$ cat src/rtl/mem_fill_arbiter_if.sv
// mem_fill_arbiter_if: miss-request, main-memory and cache-fill signals around the fill arbiter
interface mem_fill_arbiter_if #(
    parameter int ADDR_W = 16,
    parameter int WORDS  = 8
);
    logic                       I_miss;
    logic [ADDR_W-1:0]          I_miss_addr;
    logic                       D_miss;
    logic [ADDR_W-1:0]          D_miss_addr;
    logic                       mem_en;
    logic [ADDR_W-1:0]          mem_addr;
    logic                       mem_data_valid;
    logic [15:0]                mem_data;
    logic [15:0]                fill_data;
    logic [$clog2(WORDS)-1:0]   fill_word;
    logic                       I_fill_wen;
    logic                       D_fill_wen;
    logic                       I_fill_done;
    logic                       D_fill_done;
    logic                       busy;

    modport slave (
        input  I_miss, I_miss_addr, D_miss, D_miss_addr, mem_data_valid, mem_data,
        output mem_en, mem_addr, fill_data, fill_word, I_fill_wen, D_fill_wen,
               I_fill_done, D_fill_done, busy
    );

    modport master (
        output I_miss, I_miss_addr, D_miss, D_miss_addr, mem_data_valid, mem_data,
        input  mem_en, mem_addr, fill_data, fill_word, I_fill_wen, D_fill_wen,
               I_fill_done, D_fill_done, busy
    );
endinterface

$ cat src/rtl/mem_fill_arbiter.sv
// mem_fill_arbiter: arbitrates I/D cache-miss block fills onto a pipelined main-memory read port
module mem_fill_arbiter #(
    parameter int MEM_LAT = 4,
    parameter int WORDS   = 8,
    parameter int ADDR_W  = 16
) (
    input  logic              clk,
    input  logic              rst_n,
    mem_fill_arbiter_if.slave bus
);
    localparam int WB = $clog2(WORDS);
    localparam logic [ADDR_W-1:0] BASE_MASK = ~ADDR_W'(2 * WORDS - 1);

    typedef enum logic [1:0] {IDLE, FILL, DONE} state_t;

    state_t            state_q, state_d;
    logic [WB:0]       issue_q, issue_d;
    logic [WB-1:0]     ret_q, ret_d;
    logic              owner_q, owner_d;
    logic              last_q, last_d;
    logic [ADDR_W-1:0] base_q, base_d;
    logic              grant_d;
    logic              mem_en;
    logic              wen;

    if (MEM_LAT < 1 || WORDS < 2 || (WORDS & (WORDS - 1)) != 0) begin : g_bad_param
        $error("mem_fill_arbiter: MEM_LAT must be >= 1 and WORDS a power of two >= 2");
    end

    // State and burst registers; owner/last_grant use 1 for the D-cache, reset aborts any burst
    always_ff @(posedge clk) begin
        if (!rst_n) begin
            state_q <= IDLE;
            issue_q <= '0;
            ret_q   <= '0;
            owner_q <= 1'b0;
            last_q  <= 1'b0;
            base_q  <= '0;
        end else begin
            state_q <= state_d;
            issue_q <= issue_d;
            ret_q   <= ret_d;
            owner_q <= owner_d;
            last_q  <= last_d;
            base_q  <= base_d;
        end
    end

    // Next state: round-robin grant in IDLE, count issues and returns in FILL, clear in DONE
    always_comb begin
        state_d = state_q;
        issue_d = issue_q;
        ret_d   = ret_q;
        owner_d = owner_q;
        last_d  = last_q;
        base_d  = base_q;
        grant_d = bus.D_miss && !(bus.I_miss && last_q);
        if (state_q == IDLE) begin
            if (bus.I_miss || bus.D_miss) begin
                state_d = FILL;
                owner_d = grant_d;
                last_d  = grant_d;
                base_d  = (grant_d ? bus.D_miss_addr : bus.I_miss_addr) & BASE_MASK;
            end
        end else if (state_q == FILL) begin
            if (!issue_q[WB])
                issue_d = issue_q + (WB + 1)'(1);
            if (bus.mem_data_valid) begin
                ret_d = ret_q + WB'(1);
                if (ret_q == WB'(WORDS - 1))
                    state_d = DONE;
            end
        end else begin
            state_d = IDLE;
            issue_d = '0;
            ret_d   = '0;
        end
    end

    // Outputs: issue window and address, owner-steered write enables and completion pulse
    always_comb begin
        mem_en          = state_q == FILL && !issue_q[WB];
        wen             = state_q == FILL && bus.mem_data_valid;
        bus.mem_en      = mem_en;
        bus.mem_addr    = mem_en ? base_q + (ADDR_W'(issue_q) << 1) : '0;
        bus.fill_data   = bus.mem_data;
        bus.fill_word   = ret_q;
        bus.I_fill_wen  = wen && !owner_q;
        bus.D_fill_wen  = wen && owner_q;
        bus.I_fill_done = state_q == DONE && !owner_q;
        bus.D_fill_done = state_q == DONE && owner_q;
        bus.busy        = state_q != IDLE;
    end
endmodule

$ cat src/flat_wrapper.sv
// flat-port wrapper written by rule: the top's interface ports become plain ports
module mem_fill_arbiter_flat 
#(
    parameter int MEM_LAT = 4,
    parameter int WORDS   = 8,
    parameter int ADDR_W  = 16
)
  (clk, rst_n, bus_I_miss, bus_I_miss_addr, bus_D_miss, bus_D_miss_addr, bus_mem_data_valid, bus_mem_data, bus_mem_en, bus_mem_addr, bus_fill_data, bus_fill_word, bus_I_fill_wen, bus_D_fill_wen, bus_I_fill_done, bus_D_fill_done, bus_busy);
  mem_fill_arbiter_if #(.ADDR_W(ADDR_W), .WORDS(WORDS)) bus_i ();
  input  logic clk;
  input  logic rst_n;
  input wire logic [$bits(bus_i.I_miss)-1:0] bus_I_miss;
  input wire logic [$bits(bus_i.I_miss_addr)-1:0] bus_I_miss_addr;
  input wire logic [$bits(bus_i.D_miss)-1:0] bus_D_miss;
  input wire logic [$bits(bus_i.D_miss_addr)-1:0] bus_D_miss_addr;
  input wire logic [$bits(bus_i.mem_data_valid)-1:0] bus_mem_data_valid;
  input wire logic [$bits(bus_i.mem_data)-1:0] bus_mem_data;
  output wire logic [$bits(bus_i.mem_en)-1:0] bus_mem_en;
  output wire logic [$bits(bus_i.mem_addr)-1:0] bus_mem_addr;
  output wire logic [$bits(bus_i.fill_data)-1:0] bus_fill_data;
  output wire logic [$bits(bus_i.fill_word)-1:0] bus_fill_word;
  output wire logic [$bits(bus_i.I_fill_wen)-1:0] bus_I_fill_wen;
  output wire logic [$bits(bus_i.D_fill_wen)-1:0] bus_D_fill_wen;
  output wire logic [$bits(bus_i.I_fill_done)-1:0] bus_I_fill_done;
  output wire logic [$bits(bus_i.D_fill_done)-1:0] bus_D_fill_done;
  output wire logic [$bits(bus_i.busy)-1:0] bus_busy;
  assign bus_i.I_miss = bus_I_miss;
  assign bus_i.I_miss_addr = bus_I_miss_addr;
  assign bus_i.D_miss = bus_D_miss;
  assign bus_i.D_miss_addr = bus_D_miss_addr;
  assign bus_i.mem_data_valid = bus_mem_data_valid;
  assign bus_i.mem_data = bus_mem_data;
  assign bus_mem_en = bus_i.mem_en;
  assign bus_mem_addr = bus_i.mem_addr;
  assign bus_fill_data = bus_i.fill_data;
  assign bus_fill_word = bus_i.fill_word;
  assign bus_I_fill_wen = bus_i.I_fill_wen;
  assign bus_D_fill_wen = bus_i.D_fill_wen;
  assign bus_I_fill_done = bus_i.I_fill_done;
  assign bus_D_fill_done = bus_i.D_fill_done;
  assign bus_busy = bus_i.busy;
  mem_fill_arbiter #(.MEM_LAT(MEM_LAT), .WORDS(WORDS), .ADDR_W(ADDR_W)) u_core (.clk(clk), .rst_n(rst_n), .bus(bus_i));
endmodule
$ cat config.mk
export PLATFORM = sky130hd
export DESIGN_NAME = mem_fill_arbiter_flat
export DESIGN_NICKNAME = d
export VERILOG_FILES = /design/src/rtl/mem_fill_arbiter_if.sv /design/src/rtl/mem_fill_arbiter.sv /design/src/flat_wrapper.sv
export SDC_FILE = /design/constraint.sdc
export NUM_CORES = 1
export LEC_CHECK = 0
export ABC_AREA = 1
export BUFFER_PORTS_ARGS = -buffer_cell sky130_fd_sc_hd__buf_2
export CELL_PAD_IN_SITES_DETAIL_PLACEMENT = 2
export CELL_PAD_IN_SITES_GLOBAL_PLACEMENT = 2
export CORE_MARGIN = 3
export CORE_UTILIZATION = 21
export DETAILED_ROUTE_END_ITERATION = 8
export PLACE_DENSITY = 0.78
export SLEW_MARGIN = 20
export SYNTH_ARGS = -nofsm -noshare
export SYNTH_HDL_FRONTEND = slang
export SYNTH_SLANG_ARGS = --single-unit
$ cat constraint.sdc
create_clock -name clk -period 1.6 [get_ports clk]
set_input_delay 0.24 -clock clk [delete_from_list [all_inputs] [get_ports clk]]
set_output_delay 0.24 -clock clk [all_outputs]
set_load 0.03 [all_outputs]
* After elaboration in Yosys (flattened, before gate mapping)
Cells that the tools add are included.
** Storage, ports and cells
- Flip-flop bits (word level) :: 22
- Word-level logic and storage cells :: 47
** Cells by class
- $add $sub $neg :: 3
- Equality and inequality tests :: 8
- Multiplexer cells :: 11
- Bitwise operators :: 1
- Reductions and logical operators :: 18
** Operator list (number)
- $mux 16 :: 2
- $add 16x5->16 :: 1
- $mux 2 :: 5
- $logic_and 1x1->1 :: 8
- $mux 4 :: 2
- $mux 3 :: 2
- $ne 2x2->1 const B :: 3
- $ne 3x2->1 const B :: 2
- $reduce_and 2->1 :: 3
- $add 4x1->4 const B :: 1
- $add 3x1->3 const B :: 1
- $eq 3x3->1 const B :: 1
- $logic_not 1->1 :: 3
- $reduce_and 3->1 :: 1
- $eq 2x1->1 const B :: 1
- $eq 2x2->1 const B :: 1
- $logic_not 2->1 :: 1
- $reduce_bool 2->1 :: 1
- $logic_or 1x1->1 :: 1
- $not 1->1 :: 1

* Logic depth before layout (Yosys ltp)
- Depth after elaboration :: 5
- Gate-level depth with buffers :: 8
- Depth with buffers taken out :: 7

* Least setup slack after synthesis
OpenSTA, ideal clock, no wires.
- Kind :: register -> output
- From :: register u_core.issue_q[3]
- To :: output bus_mem_addr[13]
- Data arrival time :: 1.562 ns
- Slack :: -0.202 ns
- Stages on the path, launching flop included :: 8
- Cells stage by stage :: dfxtp_1 ha_1 nand3_1 nor2_1 nand3_1 nand2_1 inv_1 nor2_1
** On the way
- Word-level cells in the longest chain between the ends :: 3
- Elaborated cells on any way between the ends :: 4
** Ends and longest elaborated chain
- start: declaration :: RTL line mem_fill_arbiter.sv:17 : logic [WB:0] issue_q, issue_d;
- start signal: assignment :: RTL line mem_fill_arbiter.sv:41 : issue_q <= issue_d;
- branches (longest 2 deep; another with $add 16x5->16)
- $mux 16 * :: RTL line mem_fill_arbiter.sv:85 : bus.mem_addr = mem_en ? base_q + (ADDR_W'(issue_q) << 1) : '0;
- end: declaration :: RTL line flat_wrapper.sv:19 : output wire logic [$bits(bus_i.mem_addr)-1:0] bus_mem_addr;
Mark *: on every way between the ends.

* Worst setup path after layout
- From :: register u_core.base_q[6]
- To :: output bus_mem_addr[10]
** On the way
- Word-level cells in the longest chain between the ends :: 2
** Ends and longest elaborated chain
- start: declaration :: RTL line mem_fill_arbiter.sv:21 : logic [ADDR_W-1:0] base_q, base_d;
- start signal: assignment :: RTL line mem_fill_arbiter.sv:45 : base_q <= base_d;
- $add 16x5->16 :: RTL line mem_fill_arbiter.sv:85
- $mux 16 :: RTL line mem_fill_arbiter.sv:85
No other way between the ends.

==> metrics <==
Max-Cap Viols 0; worst path required time 1.36 ns; initial antenna violation count 0; Tot Pwr 1.74 mW; fraction of registers with async set or reset after synthesis 0%; # IOs 94; Worst Hold Class in -> reg; Critical Path AT 1.52 ns; final critical-path share of the clock period 110%; Final Non-Filler Cells 406; ratio of cells with drive above 1 in the final layout 50.2%; Cell Rows 31; Root Buffer clkbuf_8; clk_skew ~0.0025 ns; register area 457 µm²; input/output buffers 52; TritonCTS clock tree done; r2r setup slk 0.18 ns; fill count between 800 and 900; multi-input logic area 1060 µm²; Die H 93.4 µm; Synth-to-Final Area Change 49.3%; failing checks negative setup slack; setup TNS -1.07 ns; Net Count, Synth 305; Nets approximately 370; pin count of the biggest net entering global routing 20; post-route setup slack -0.158 ns; pins over their slew limit 0; Critical Path Fanout Max 4; n_diodes 0; dominant synthesized flop cell dfxtp_1; Clock Sink Count 22; CP Launch Type flop; Die W 93.4 µm; Post-synth EDFFs 0; Vias approximately 1800; Yosys cell types 26; final core utilization between 30% and 40%; #FFs+latches synth 22; Final Wtd Congestion 0.813; via/cell ratio 4.34; RR Endpoint u_core.base_q[9]; Final min period 1.76 ns; Max Fclk about 570 MHz; wire length of the first global-routing pass 9400 µm; DP Wirelength 4290 µm; Clock Latency Late Sink 0.26 ns; Hold Path Stages 3; DR pass1 iterations 4; unrepaired setup endpoints after global routing true; initial core utilization 21.9%; vias in the first global route 1938; clk slew on worst S/H paths around 0.080 ns; DRT antenna net count 0; worst r2r src u_core.state_q[1]; # hold bufs at CTS 0; DR WL/cell 13.9 µm; hold path endpoint u_core.base_q[15]; Longest Clk Path Bufs 2; dpl cells 392; Total GRT Usage a little over an eighth; sequential-to-total area share from yosys stat 27.4%; leakage 1.08 nW; Hold Startpoint bus_D_miss_addr[15]; maximum vdd ir drop 0.000267 V; commonest non-fill, non-tap cell in the layout nand2_1; Routed WL 5650 µm; H-tree depth 1; power per cell area around 730 nW/µm²; drt initial violations 42; Critical Setup Path Class reg -> out; Worst setup EP type primary output; R2R cell count 7; status complete, but fails checks; commonest non-fill, non-tap cells in the layout 61 x nand2_1, 36 x buf_2, 28 x buf_4, 27 x inv_1; Ys Warns 0; total gr overflow 0; # DRC 0; total CTS buffers 3; Mean Syn Cell Area 6.50 µm²; Core ar. approximately 7300 µm²; Cells after Synth 247; final setup violation count 11; Hold Vio Cnt, Final 0; die outline area 8730 µm²; Post-Syn Area 1610 µm²; hold_ws 0.209 ns
[synth_stat cells (2+ instances only)]
| master | count | area [µm²] |
|---|---|---|
| o21ai_2 | 4 | 35.0 |
| nor2_2 | 3 | 18.8 |
| nor3_1 | 3 | 15.0 |
| nor2_4 | 2 | 22.5 |
| a21oi_2 | 11 | 96.3 |
| nand2_1 | 65 | 244 |
| o21ai_0 | 12 | 60.1 |
| dfxtp_1 | 22 | 440 |
| a21oi_1 | 15 | 75.1 |
| o21ai_1 | 2 | 10.0 |
| buf_6 | 3 | 33.8 |
| inv_1 | 29 | 109 |
| ha_1 | 5 | 62.6 |
| inv_2 | 3 | 11.3 |
| nor2_1 | 30 | 113 |
| buf_4 | 18 | 135 |
| nand3_1 | 10 | 50.1 |
| buf_2 | 2 | 10.0 |
[stage by stage]
stage          instance area, µm²  worst slack [ns]
5_1_grt                      2400            -0.242
3_3_place_gp                 1990           -0.0226
6_report                     2400            -0.158
2_1_floorplan                1630           -0.0707
4_1_cts                      2240            -0.156
3_5_place_dp                 1990            -0.109
[flip-flops by register name, indices dropped and copies added (netlist names)]
signal / count
u_core.bus.fill_word: 3
u_core.base_q: 12
u_core.state_q: 2
u_core.issue_q: 4
u_core.owner_q: 1
[worst max path at each step]
stage / startpoint / endpoint / slack (ns) / depth (start not counted)
5_1_grt: u_core.base_q[4] / bus_mem_addr[13] / -0.24 / 8
6_report: u_core.base_q[6] / bus_mem_addr[10] / -0.16 / 5
4_1_cts: u_core.issue_q[3] / bus_mem_addr[11] / -0.16 / 8
3_5_place_dp: u_core.base_q[4] / bus_mem_addr[15] / -0.11 / 7
3_3_place_gp: u_core.base_q[4] / bus_mem_addr[13] / -0.02 / 8
2_1_floorplan: u_core.issue_q[3] / bus_mem_addr[13] / -0.07 / 7
[layer usage]
metal | GRT usage, % | part of all wire (%) | vias to the layer above
li1 | - | - | 878
met1 | 16.3 | 44 | 849
met2 | 24.2 | 52 | 34
met3 | 1.29 | 3.8 | 2
met4 | 3.30 | 0.64 | 0
met5 | 0 | 0 | -
[timing repair]
action / CTS / global route
endpoints found under the setup margin: 16 / 16
resized for setup: 53 / 33
hold endpoints to repair: 0 / 0
buffers inserted: 5 / 7
pin swaps: 10 / 15
[cell type report]
| type | instances | area share (%) |
|---|---|---|
| inverter | 32 | 5.22 |
| sequential | 22 | 19.1 |
| clock buffer | 3 | 1.72 |
| tap | 99 | 5.17 |
| multi-input combinational | 169 | 44.3 |
| timing repair buffer | 81 | 24.5 |
[power by group]
group / total (mW) / internal, mW / switching, mW / leakage, nW
clock network: 0.341 / 0.168 / 0.173 / 0.0216
registers: 0.672 / 0.604 / 0.0685 / 0.185
logic: 0.731 / 0.298 / 0.433 / 0.879
[logic make-up after synthesis]
family	count (synthesis)	synth area share [%]
flops	22	27.4
other cells	1	0.234
buf+inv	56	18.9
compound gates	45	17.6
simple gates	116	30.9
xor+xnor	2	1.09
fa+ha+maj	5	3.90
[critical path, stage by stage (launching register included)]
cell,delay [ns]
dfxtp_1,0.49
nand3_4,0.17
nor2_4,0.20
xnor2_1,0.17
nor2_2,0.05
clkbuf_4,0.18
(Power assumes the default switching activity.)
